$ cat src/rtl/i2s_transmitter_pkg.sv
// rtl/i2s_transmitter_pkg.sv - shared audio types and FSM state encoding for the I2S transmit path
package i2s_transmitter_pkg;

    localparam int DEFAULT_SAMPLE_WIDTH = 24;

    typedef logic [DEFAULT_SAMPLE_WIDTH-1:0] sample_t;

    // Left occupies the upper half of a packed pair, matching the stream layout.
    typedef struct packed {
        sample_t left;
        sample_t right;
    } stereo_t;

    typedef enum logic {
        IDLE = 1'b0,
        RUN  = 1'b1
    } tx_state_t;

endpackage

$ cat src/rtl/i2s_transmitter_if.sv
// rtl/i2s_transmitter_if.sv - stream handshake interface carrying stereo sample pairs
interface Axis_If
    import i2s_transmitter_pkg::*;
#(
    parameter int WIDTH = 2 * DEFAULT_SAMPLE_WIDTH
) ();

    logic [WIDTH-1:0] data;
    logic             valid;
    logic             ready;

    modport master (output data, output valid, input ready);
    modport slave  (input data, input valid, output ready);

endinterface

$ cat src/rtl/i2s_transmitter_bclk_gen.sv
// rtl/i2s_transmitter_bclk_gen.sv - bit clock divider with one-cycle rise/fall strobes
module i2s_bclk_gen #(
    parameter int BCLK_HALF = 16
) (
    input  logic clk,
    input  logic reset,
    input  logic en,
    output logic bclk,
    output logic rise,
    output logic fall
);

    localparam int            DW      = (BCLK_HALF > 1) ? $clog2(BCLK_HALF) : 1;
    localparam logic [DW-1:0] DIV_MAX = DW'(BCLK_HALF - 1);

    logic [DW-1:0] div_cnt;
    logic          wrap;

    // Strobes mark the cycle whose closing edge toggles bclk, so callers update in lockstep.
    assign wrap = en && (div_cnt == DIV_MAX);
    assign rise = wrap && !bclk;
    assign fall = wrap && bclk;

    // Divider: held at zero with bclk low while disabled, toggles bclk on each wrap.
    always_ff @(posedge clk) begin
        if (reset || !en) begin
            div_cnt <= '0;
            bclk    <= 1'b0;
        end else if (wrap) begin
            div_cnt <= '0;
            bclk    <= !bclk;
        end else begin
            div_cnt <= div_cnt + 1'b1;
        end
    end

endmodule

$ cat src/rtl/i2s_transmitter.sv
// rtl/i2s_transmitter.sv - I2S master serializer with one-pair reserve; I2S_TX_HOLD_LAST_EN repeats last pair on underrun
module i2s_transmitter
    import i2s_transmitter_pkg::*;
#(
    parameter int SAMPLE_WIDTH = DEFAULT_SAMPLE_WIDTH,
    parameter int SLOT_BITS    = 32,
    parameter int BCLK_HALF    = 16
) (
    input  logic  clk,
    input  logic  reset,
    Axis_If.slave din,
    output logic  bclk,
    output logic  lrclk,
    output logic  sdata,
    output logic  underrun
);

    localparam int            FRAME_BITS = 2 * SLOT_BITS;
    localparam int            BW         = $clog2(FRAME_BITS);
    localparam logic [BW-1:0] BIT_MAX    = BW'(FRAME_BITS - 1);

    tx_state_t               state_q, state_d;
    logic [SAMPLE_WIDTH-1:0] hold_l, hold_r;
    logic [SAMPLE_WIDTH-1:0] frame_l, frame_r;
    logic                    hold_full, hold_full_d;
    logic [BW-1:0]           bit_cnt, bit_nxt;
    logic                    bclk_rise, bclk_fall, unused_rise;
    logic                    xfer, frame_load;
    logic                    sdata_d, lrclk_d;
    int                      slot_k, slot_c;
    logic [SAMPLE_WIDTH-1:0] chan_word, shifted;

    i2s_bclk_gen #(.BCLK_HALF(BCLK_HALF)) u_bclk_gen (
        .clk   (clk),
        .reset (reset),
        .en    (state_q == RUN),
        .bclk  (bclk),
        .rise  (bclk_rise),
        .fall  (bclk_fall)
    );

    assign unused_rise = bclk_rise;
    assign xfer        = din.valid && din.ready;
    assign frame_load  = bclk_fall && (bit_cnt == BIT_MAX);
    assign bit_nxt     = (bit_cnt == BIT_MAX) ? '0 : bit_cnt + 1'b1;

    // FSM state register.
    always_ff @(posedge clk) begin
        if (reset) state_q <= IDLE;
        else       state_q <= state_d;
    end

    // FSM next state: start running once the first pair is sitting in hold.
    always_comb begin
        state_d = state_q;
        case (state_q)
            IDLE:    if (hold_full) state_d = RUN;
            RUN:     state_d = RUN;
            default: state_d = IDLE;
        endcase
    end

    // Hold occupancy: a frame load drains it, a transfer fills it (never both, ready gates that).
    always_comb begin
        hold_full_d = hold_full;
        if (frame_load && hold_full) hold_full_d = 1'b0;
        if (xfer)                    hold_full_d = 1'b1;
    end

    // Serial bit for the slot position reached at the coming falling toggle.
    always_comb begin
        slot_k    = int'(bit_nxt) % SLOT_BITS;
        slot_c    = int'(bit_nxt) / SLOT_BITS;
        lrclk_d   = (slot_c != 0);
        chan_word = (slot_c != 0) ? frame_r : frame_l;
        shifted   = '0;
        sdata_d   = 1'b0;
        if (slot_k >= 1 && slot_k <= SAMPLE_WIDTH) begin
            shifted = chan_word << (slot_k - 1);
            sdata_d = shifted[SAMPLE_WIDTH-1];
        end
    end

    // Input side: hold register, its flag, and ready registered from the next flag value.
    always_ff @(posedge clk) begin
        if (reset) begin
            din.ready <= 1'b0;
            hold_full <= 1'b0;
            hold_l    <= '0;
            hold_r    <= '0;
        end else begin
            din.ready <= !hold_full_d;
            hold_full <= hold_full_d;
            if (xfer) {hold_l, hold_r} <= din.data;
        end
    end

    // Output side: bit counter, word select and serial data move only on bclk falls.
    always_ff @(posedge clk) begin
        if (reset || state_q == IDLE) begin
            bit_cnt <= BIT_MAX;
            lrclk   <= 1'b0;
            sdata   <= 1'b0;
        end else if (bclk_fall) begin
            bit_cnt <= bit_nxt;
            lrclk   <= lrclk_d;
            sdata   <= sdata_d;
        end
    end

    // Frame register loads at each frame start; an empty hold raises underrun.
    always_ff @(posedge clk) begin
        if (reset) begin
            frame_l  <= '0;
            frame_r  <= '0;
            underrun <= 1'b0;
        end else begin
            underrun <= frame_load && !hold_full;
            if (frame_load) begin
                if (hold_full) begin
                    frame_l <= hold_l;
                    frame_r <= hold_r;
                end
`ifdef I2S_TX_HOLD_LAST_EN
                else begin
                    frame_l <= frame_l;
                    frame_r <= frame_r;
                end
`else
                else begin
                    frame_l <= '0;
                    frame_r <= '0;
                end
`endif
            end
        end
    end

endmodule

$ cat src/flat_wrapper.sv
// flat-port wrapper written by rule: the top's interface ports become plain ports
module i2s_transmitter_flat import i2s_transmitter_pkg::*;
#(
    parameter int SAMPLE_WIDTH = DEFAULT_SAMPLE_WIDTH,
    parameter int SLOT_BITS    = 32,
    parameter int BCLK_HALF    = 16
)
  (clk, reset, bclk, lrclk, sdata, underrun, din_data, din_valid, din_ready);
  Axis_If #(.WIDTH(48)) din_i ();
  input  logic clk;
  input  logic reset;
  output logic bclk;
  output logic lrclk;
  output logic sdata;
  output logic underrun;
  input wire logic [$bits(din_i.data)-1:0] din_data;
  input wire logic [$bits(din_i.valid)-1:0] din_valid;
  output wire logic [$bits(din_i.ready)-1:0] din_ready;
  assign din_i.data = din_data;
  assign din_i.valid = din_valid;
  assign din_ready = din_i.ready;
  i2s_transmitter #(.SAMPLE_WIDTH(SAMPLE_WIDTH), .SLOT_BITS(SLOT_BITS), .BCLK_HALF(BCLK_HALF)) u_core (.clk(clk), .reset(reset), .din(din_i), .bclk(bclk), .lrclk(lrclk), .sdata(sdata), .underrun(underrun));
endmodule
$ cat config.mk
export PLATFORM = sky130hd
export DESIGN_NAME = i2s_transmitter_flat
export DESIGN_NICKNAME = d
export VERILOG_FILES = /design/src/rtl/i2s_transmitter_pkg.sv /design/src/rtl/i2s_transmitter_if.sv /design/src/rtl/i2s_transmitter_bclk_gen.sv /design/src/rtl/i2s_transmitter.sv /design/src/flat_wrapper.sv
export SDC_FILE = /design/constraint.sdc
export NUM_CORES = 1
export LEC_CHECK = 0
export CORE_MARGIN = 2
export CORE_UTILIZATION = 30
export CTS_CLUSTER_DIAMETER = 200
export DETAILED_ROUTE_END_ITERATION = 7
export GPL_TIMING_DRIVEN = 0
export MAX_ROUTING_LAYER = met4
export SLEW_MARGIN = 20
export SYNTH_ARGS = -nofsm -noshare
export SYNTH_HDL_FRONTEND = slang
export SYNTH_SLANG_ARGS = --single-unit
$ cat constraint.sdc
create_clock -name clk -period 5.6 [get_ports clk]
set_input_delay 1.12 -clock clk [delete_from_list [all_inputs] [get_ports clk]]
set_output_delay 1.12 -clock clk [all_outputs]
set_load 0.01 [all_outputs]
==> results of run 1 <==
## tightest hold or removal path, stage by stage (launching register included)
cell,delay (ps)
dfxtp_1,300
nand2_1,50
a21oi_1,50
## layout make-up
cell class | instances | area share
multi-input combinational | 465 | 0.3795
sequential | 113 | 0.3495
timing repair buffer | 55 | 0.08506
clock buffer | 24 | 0.07442
buffer | 57 | 0.04697
tap | 220 | 0.04253
clock inverter | 6 | 0.01624
inverter | 10 | 0.005799
## power breakdown
part           internal (mW)  switching (mW)  leakage (nW)
Clock                  0.726           0.350         0.290
Sequential             0.824          0.0100         0.915
Combinational         0.0496          0.0543          1.05
## worst max path at each step
stage                                              start                             end  slack [ps]
final                     u_core.bit_cnt[0]$_SDFFE_PP1P_       u_core.sdata$_SDFFE_PP0P_        2270
after global routing      u_core.bit_cnt[0]$_SDFFE_PP1P_       u_core.sdata$_SDFFE_PP0P_        2140
after CTS                 u_core.bit_cnt[0]$_SDFFE_PP1P_       u_core.sdata$_SDFFE_PP0P_        2270
after detailed placement                       din_valid  u_core.hold_l[21]$_SDFFE_PP0P_        2260
after global placement                         din_valid   u_core.hold_r[3]$_SDFFE_PP0P_        2300
after floorplan           u_core.bit_cnt[0]$_SDFFE_PP1P_       u_core.sdata$_SDFFE_PP0P_        2740
## routing by layer
| metal | routed length (um) | up-vias | part of all wire |
|---|---|---|---|
| li1 | - | 2379 | - |
| met1 | 6479 | 2238 | 0.46 |
| met2 | 6572 | 118 | 0.47 |
| met3 | 647 | 29 | 0.046 |
| met4 | 395 | 0 | 0.028 |
| met5 | 0 | - | 0 |
## layout by cell type, fill, tap and decap left out, types with 2 or more instances in the layout
cell type and instances:
nor2b_1 4, a221oi_1 4, nor3_1 4, a31oi_1 5, dfxtp_1 113, nand4_1 2, o221ai_1 2, a2111oi_0 3
buf_2 5, clkbuf_16 17, o311ai_0 2, nand2_1 169, buf_6 3, inv_1 10, nand2b_1 4, mux2i_1 8
clkbuf_8 8, and3_1 6, buf_4 2, bufinv_16 3, clkinv_2 3, nor2_1 18, nand3_1 59, clkbuf_1 44
o211ai_1 7, a21o_1 2, a311oi_1 5, a31o_2 2, and2_1 3, o21ai_0 9, nand4b_1 3, clkdlybuf4s50_1 55
a211oi_1 2, ha_1 4, a21oi_1 108, xnor2_1 4
## state kept, by name, indices dropped and copies added (netlist names)
| register | count |
|---|---|
| u_core.u_bclk_gen.div_cnt | 4 |
| u_core.hold_l | 24 |
| u_core.sdata | 1 |
| u_core.underrun | 1 |
| u_core.din.ready | 1 |
| u_core.lrclk | 1 |
| u_core.frame_l | 24 |
| u_core.hold_full | 1 |
| u_core.bit_cnt | 6 |
| u_core.u_bclk_gen.bclk | 1 |
| u_core.frame_r | 24 |
| u_core.hold_r | 24 |
| u_core.state_q | 1 |
## cell families after synthesis
kind of cell             Yosys count  share of synthesized area
flip-flops                       113                     0.4471
XOR/XNOR                           4                   0.006923
buffers and inverters             67                    0.06751
adder cells (fa/ha/maj)            4                   0.009892
AO/OA/AOI/OAI                    167                     0.2048
AND/OR/NAND/NOR                  281                     0.2458
multiplexers                       9                    0.01805
## metrics by stage
stage	hold WS, ps	area [sq um]	power (mW)	setup slack (ps)
6_report	443.7	6472	2.014	2273
5_1_grt	466.2	6472	2.079	2136
4_1_cts	448.4	6472	2.030	2271
3_5_place_dp	441.7	5886	0.9555	2257
3_3_place_gp	438.9	5886	0.9546	2299
2_1_floorplan	426.8	5060	0.8979	2741
==> flow_summary.toml, run 1 <==
[run_status]
run_status = "finished clean"

[timing]
setup_tns_ps = 0
final-max-slew-violation-count = 0
timing_worst_slew_pin_value_ps = 623.6
fin_worst_skew_ps = 8.984
max_freq_ghz = 0.3006
setup_viol_count_final = 0
final_period_minus_worst_setup_slack_ps = 3327
period_share = 0.5941
grt_setup_unrepaired = "no"
hold_viol = 0
slew_headroom = 0.5842

[power_and_ir_drop]
power.ir.vdd_worst_mv = 0.1509
p_leak_nw = 2.255
pwr_density_cell_nw_per_um2 = 311.2

[synthesis]
syn_nets = 700
synth.distinct_cells = 60
synth.cells.most_frequent = "nand2_1, dfxtp_1, a21oi_1"
syn-mean-instance-area_sq_um = 7.845
synthMostInstantiatedCell = "nand2_1"
synth.cell_area_sq_um = 5060
synth_area_leaders = "dfxtp_1, nand2_1, a21oi_1"
synth_top_area_frac = 0.4471
synth_enable_flop_cells = 0
yosys.area.top_type = "dfxtp_1"
synthesis.yosys.warnings = 0
netlist_instances = 645
synth_seq_area_share = 0.4471
postSynth.asyncResetShare = 0
ys.flop_type = "dfxtp_1"
yosys_register_bits = 113

[final_layout]
multi_input_comb_area_sq_um = 2456
finish.net_count = 774
inserted_diodes = 0
area_growth_pct = 27.92
post-route-util = 0.3917
final_layout_size_suffix_gt1_frac = 0.07808
final-seq-area_sq_um = 2262
final_cell_count_without_fillers = 950
final.fill_count = 1721

[worst_setup_path]
reg2reg_setup_slack_ps = 2270
path_delay_family = "compound AO/OA/AOI/OAI gates"
crit_path_end_kind = "flip-flop"
cp-start-kind = "flip-flop"
reg2reg_depth = 11
worstSetupPathType = "reg2reg"
r2r-end = "u_core.sdata$_SDFFE_PP0P_"
r2r-start = "u_core.bit_cnt[0]$_SDFFE_PP1P_"
critical_path.cell_chain = "buf_4 > buf_2 > inv_1 > ha_1 > or4b_4 > o211ai_2 > xnor2_1 > a211o_1 > a31o_1 > o221a_1 > o41ai_2"
timing.critical_path.depth = 11
crit_path_max_incr_delay_ps = 540
crit_required_ps = 5920
worstPathArrival_ps = 3640
critical_path_buf_inv_count = 3
path_max_fanout = 10
crit_slowest_cell = "or4b_4"

[flow_run]
max_cap_violations = 0

[die]
dieWidth_um = 133.9
floorplan.initialDensity = 0.3062
num_rows = 47
die-height_um = 133.9
pin_count = 56
floorplan.core_area_sq_um = 16520
die_area_sq_um = 17920

[place]
routabilityCongestion = 0.9443
placed_cells = 920
numPortBuffers = 55
detailedPlacementHpwl_um = 10210

[cts]
ctsRootBufferMaster = "clkbuf_16"
clkSinkCount = 113
cts-resized-gates = 0
cts.reportedPaths.clkPinSlew_ps = 50
clk_buf_depth = 2
clk-insertion-delay-late_ps = 410
postCtsSetupRepairBufs = 0
cts_hold_buf = 0
cts_inserted_buffers = 17
cts_tree = "done"
h_tree_levels = 4

[drt]
detailedRoute.firstPassIterationCount = 5
drt-initial-drc-count = 333
route.vias.total = 4764
routed_wl_um = 14100
post_drt_via_cell_ratio = 5.015
drt_drc_violations_left = 0
final_antenna_net_count = 0
avgRoutedWirePerCell_um = 14.84

[worst_hold_path]
hold_path.class = "reg2reg"
worst_hold_path.num_cells = 2
holdCritStartpoint = "u_core.frame_l[13]$_SDFFE_PP0P_"
worst_hold_path.endpoint = "u_core.frame_l[13]$_SDFFE_PP0P_"

[global_routing]
grt_most_used_layer = "met2"
grt_antenna_before_repair = 0
global_route.usage.met2 = 0.2647
grt_max_degree = 17
globalRouteMet1Util = 0.2120
number_of_global_route_vias_before_repair = 4638
groute.usage.overall = 0.1692
globalRouteMet3Util = 0.03590
grt_pass1_wl_um = 23380
globalRoute.totalOverflow = 0
Power figures use the tool's default switching activity.
==> inputs of run 2 (changes only) <==
==> constraint.sdc (replaced) <==
create_clock -name clk -period 3.1 [get_ports clk]
set_input_delay 0.62 -clock clk [delete_from_list [all_inputs] [get_ports clk]]
set_output_delay 0.62 -clock clk [all_outputs]
set_load 0.01 [all_outputs]
==> flow_summary.toml, run 2 (synthesized netlist as in run 1, its figures left out) <==
[power_and_ir_drop]
cellInternalPower_mw = 2.891
comb_power_share = 0.052
power.sequential.fraction = 0.414
pwr_density_cell_nw_per_um2 = 559.4
sw_frac_of_total = 0.2049
power.ir.vdd_worst_mv = 0.2729
power_switching_mw = 0.7450
p_leak_nw = 2.262
pwr-share-clk = 0.534

[worst_setup_path]
crit_required_ps = 3410
reg2reg_setup_slack_ps = 30
crit_path_max_incr_delay_ps = 550
path_max_fanout = 10
cp-start-kind = "flip-flop"
worstSetupPathType = "reg2reg"
critical_path.cell_chain = "buf_4 > buf_6 > clkinvlp_4 > ha_1 > or4b_4 > o211ai_2 > xnor2_2 > a211o_1 > a31o_1 > o221a_1 > o41ai_2"
worstPathArrival_ps = 3380
reg2reg_depth = 11
crit_slowest_cell = "or4b_4"
crit_path_end_kind = "flip-flop"

[global_routing]
grt_pass1_wl_um = 23530
number_of_global_route_vias_before_repair = 4671
globalRoute.totalOverflow = 0
grt_antenna_before_repair = 0
grt_max_degree = 17
groute.usage.overall = 0.1702

[die]
die-height_um = 133.9
floorplan.initialDensity = 0.3062
pin_count = 56
num_rows = 47
die_area_sq_um = 17920
floorplan.core_area_sq_um = 16520
dieWidth_um = 133.9

[timing]
period_share = 0.9888
fin_worst_skew_ps = 8.729
whs_ps = 443.3
grt_setup_unrepaired = "yes"
slew_headroom = 0.5892
hold_viol = 0
max_freq_ghz = 0.3262
final-max-slew-violation-count = 0
setup_viol_count_final = 0
final_period_minus_worst_setup_slack_ps = 3065
timing_worst_slew_pin_value_ps = 616.2
setup_tns_ps = 0

[final_layout]
inserted_diodes = 0
final_layout_size_suffix_gt1_frac = 0.08482
mostFrequentLayoutCells = "nand2_1, dfxtp_1, a21oi_1"
area_growth_pct = 28.46
final.fill_count = 1723
finish.net_count = 775
post-route-util = 0.3934
layout.cells.most_common = "nand2_1"

[cts]
clkSinkCount = 113
clk_buf_depth = 2
cts_tree = "done"
clk-insertion-delay-late_ps = 410
cts_hold_buf = 0
cts_inserted_buffers = 17
ctsRootBufferMaster = "clkbuf_16"
cts.reportedPaths.clkPinSlew_ps = 50
h_tree_levels = 4

[place]
detailedPlacementHpwl_um = 10210
numPortBuffers = 55
routabilityCongestion = 0.9443

[run_status]
run_status = "finished clean"

[drt]
final_antenna_net_count = 0
post_drt_via_cell_ratio = 5.019
detailedRoute.firstPassIterationCount = 5
routed_wl_um = 14190
drt-initial-drc-count = 339
avgRoutedWirePerCell_um = 14.92
drt_drc_violations_left = 0
route.vias.total = 4773

[worst_hold_path]
worst_hold_path.num_cells = 2
hold_path.class = "reg2reg"

[flow_run]
max_cap_violations = 0
## run 2: cell types whose count changed in the layout (fill, tap and decap cells not counted), sizes merged
cell / delta
buf: +1
clkinvlp: +1
inv: -1
## run 2: what timing repair did
| item | 4_1_cts | 5_1_grt |
|---|---|---|
| gates resized for setup | 4 | 3 |
| buffers inserted | 1 | 0 |
| pin swaps | 0 | 0 |
| setup endpoints to repair | 1 | 13 |
| hold endpoints to repair | 0 | 0 |
## run 2: cell type report
| cell class | count | area [sq um] | area share |
|---|---|---|---|
| Multi-Input combinational cell | 465 | 2464 | 0.3790 |
| Sequential cell | 113 | 2263 | 0.3482 |
| Timing Repair Buffer | 56 | 558.0 | 0.08585 |
| Clock buffer | 24 | 481.7 | 0.07411 |
| Buffer | 57 | 311.5 | 0.04793 |
| Tap cell | 220 | 275.3 | 0.04235 |
| Clock inverter | 6 | 105.1 | 0.01617 |
| Inverter | 10 | 41.29 | 0.006352 |
## run 2: stage by stage
| stage | area (sq um) | setup slack [ps] | cells | power, mW |
|---|---|---|---|---|
| 6_report | 6500 | 34.63 | 951 | 3.636 |
| 5_1_grt | 6500 | -57.18 | 951 | 3.756 |
| 4_1_cts | 6497 | 19.41 | 951 | 3.667 |
| 3_5_place_dp | 5886 | -201.2 | 920 | 1.726 |
| 3_3_place_gp | 5886 | -196.7 | 920 | 1.724 |
| 2_1_floorplan | 5060 | 240.5 | 645 | 1.622 |
## run 2: worst paths after layout
path	from	to
max reg2reg	u_core.bit_cnt[0]$_SDFFE_PP1P_	u_core.sdata$_SDFFE_PP0P_
min	u_core.frame_l[13]$_SDFFE_PP0P_	u_core.frame_l[13]$_SDFFE_PP0P_
min reg2reg	u_core.frame_l[13]$_SDFFE_PP0P_	u_core.frame_l[13]$_SDFFE_PP0P_
max	u_core.bit_cnt[0]$_SDFFE_PP1P_	u_core.sdata$_SDFFE_PP0P_
## run 2: worst max-delay path, delay by kind of cell, from the launching register on
kind / cells / cell delay (ps)
AND/OR/NAND/NOR: 1 / 550
flip-flops: 1 / 350
XOR/XNOR: 1 / 140
adder cells (fa/ha/maj): 1 / 330
AO/OA/AOI/OAI: 5 / 1170
buffers and inverters: 3 / 430
## run 2: power groups by stage
stage	sequential [mW]	combinational (mW)	clock, mW
after CTS	1.51	0.190	1.97
after floorplan	1.53	0.0909	0
final	1.51	0.187	1.94
after detailed placement	1.54	0.189	0
after global placement	1.54	0.189	0
after global routing	1.51	0.212	2.03
## run 2: per-layer routing
metal  vias up  GRT usage  wire, um
met1      2239     0.2113      6519
met4         0    0.07565       429
li1       2383          -         -
met2       120     0.2652      6643
met3        31    0.03817       600
met5         -          -         0
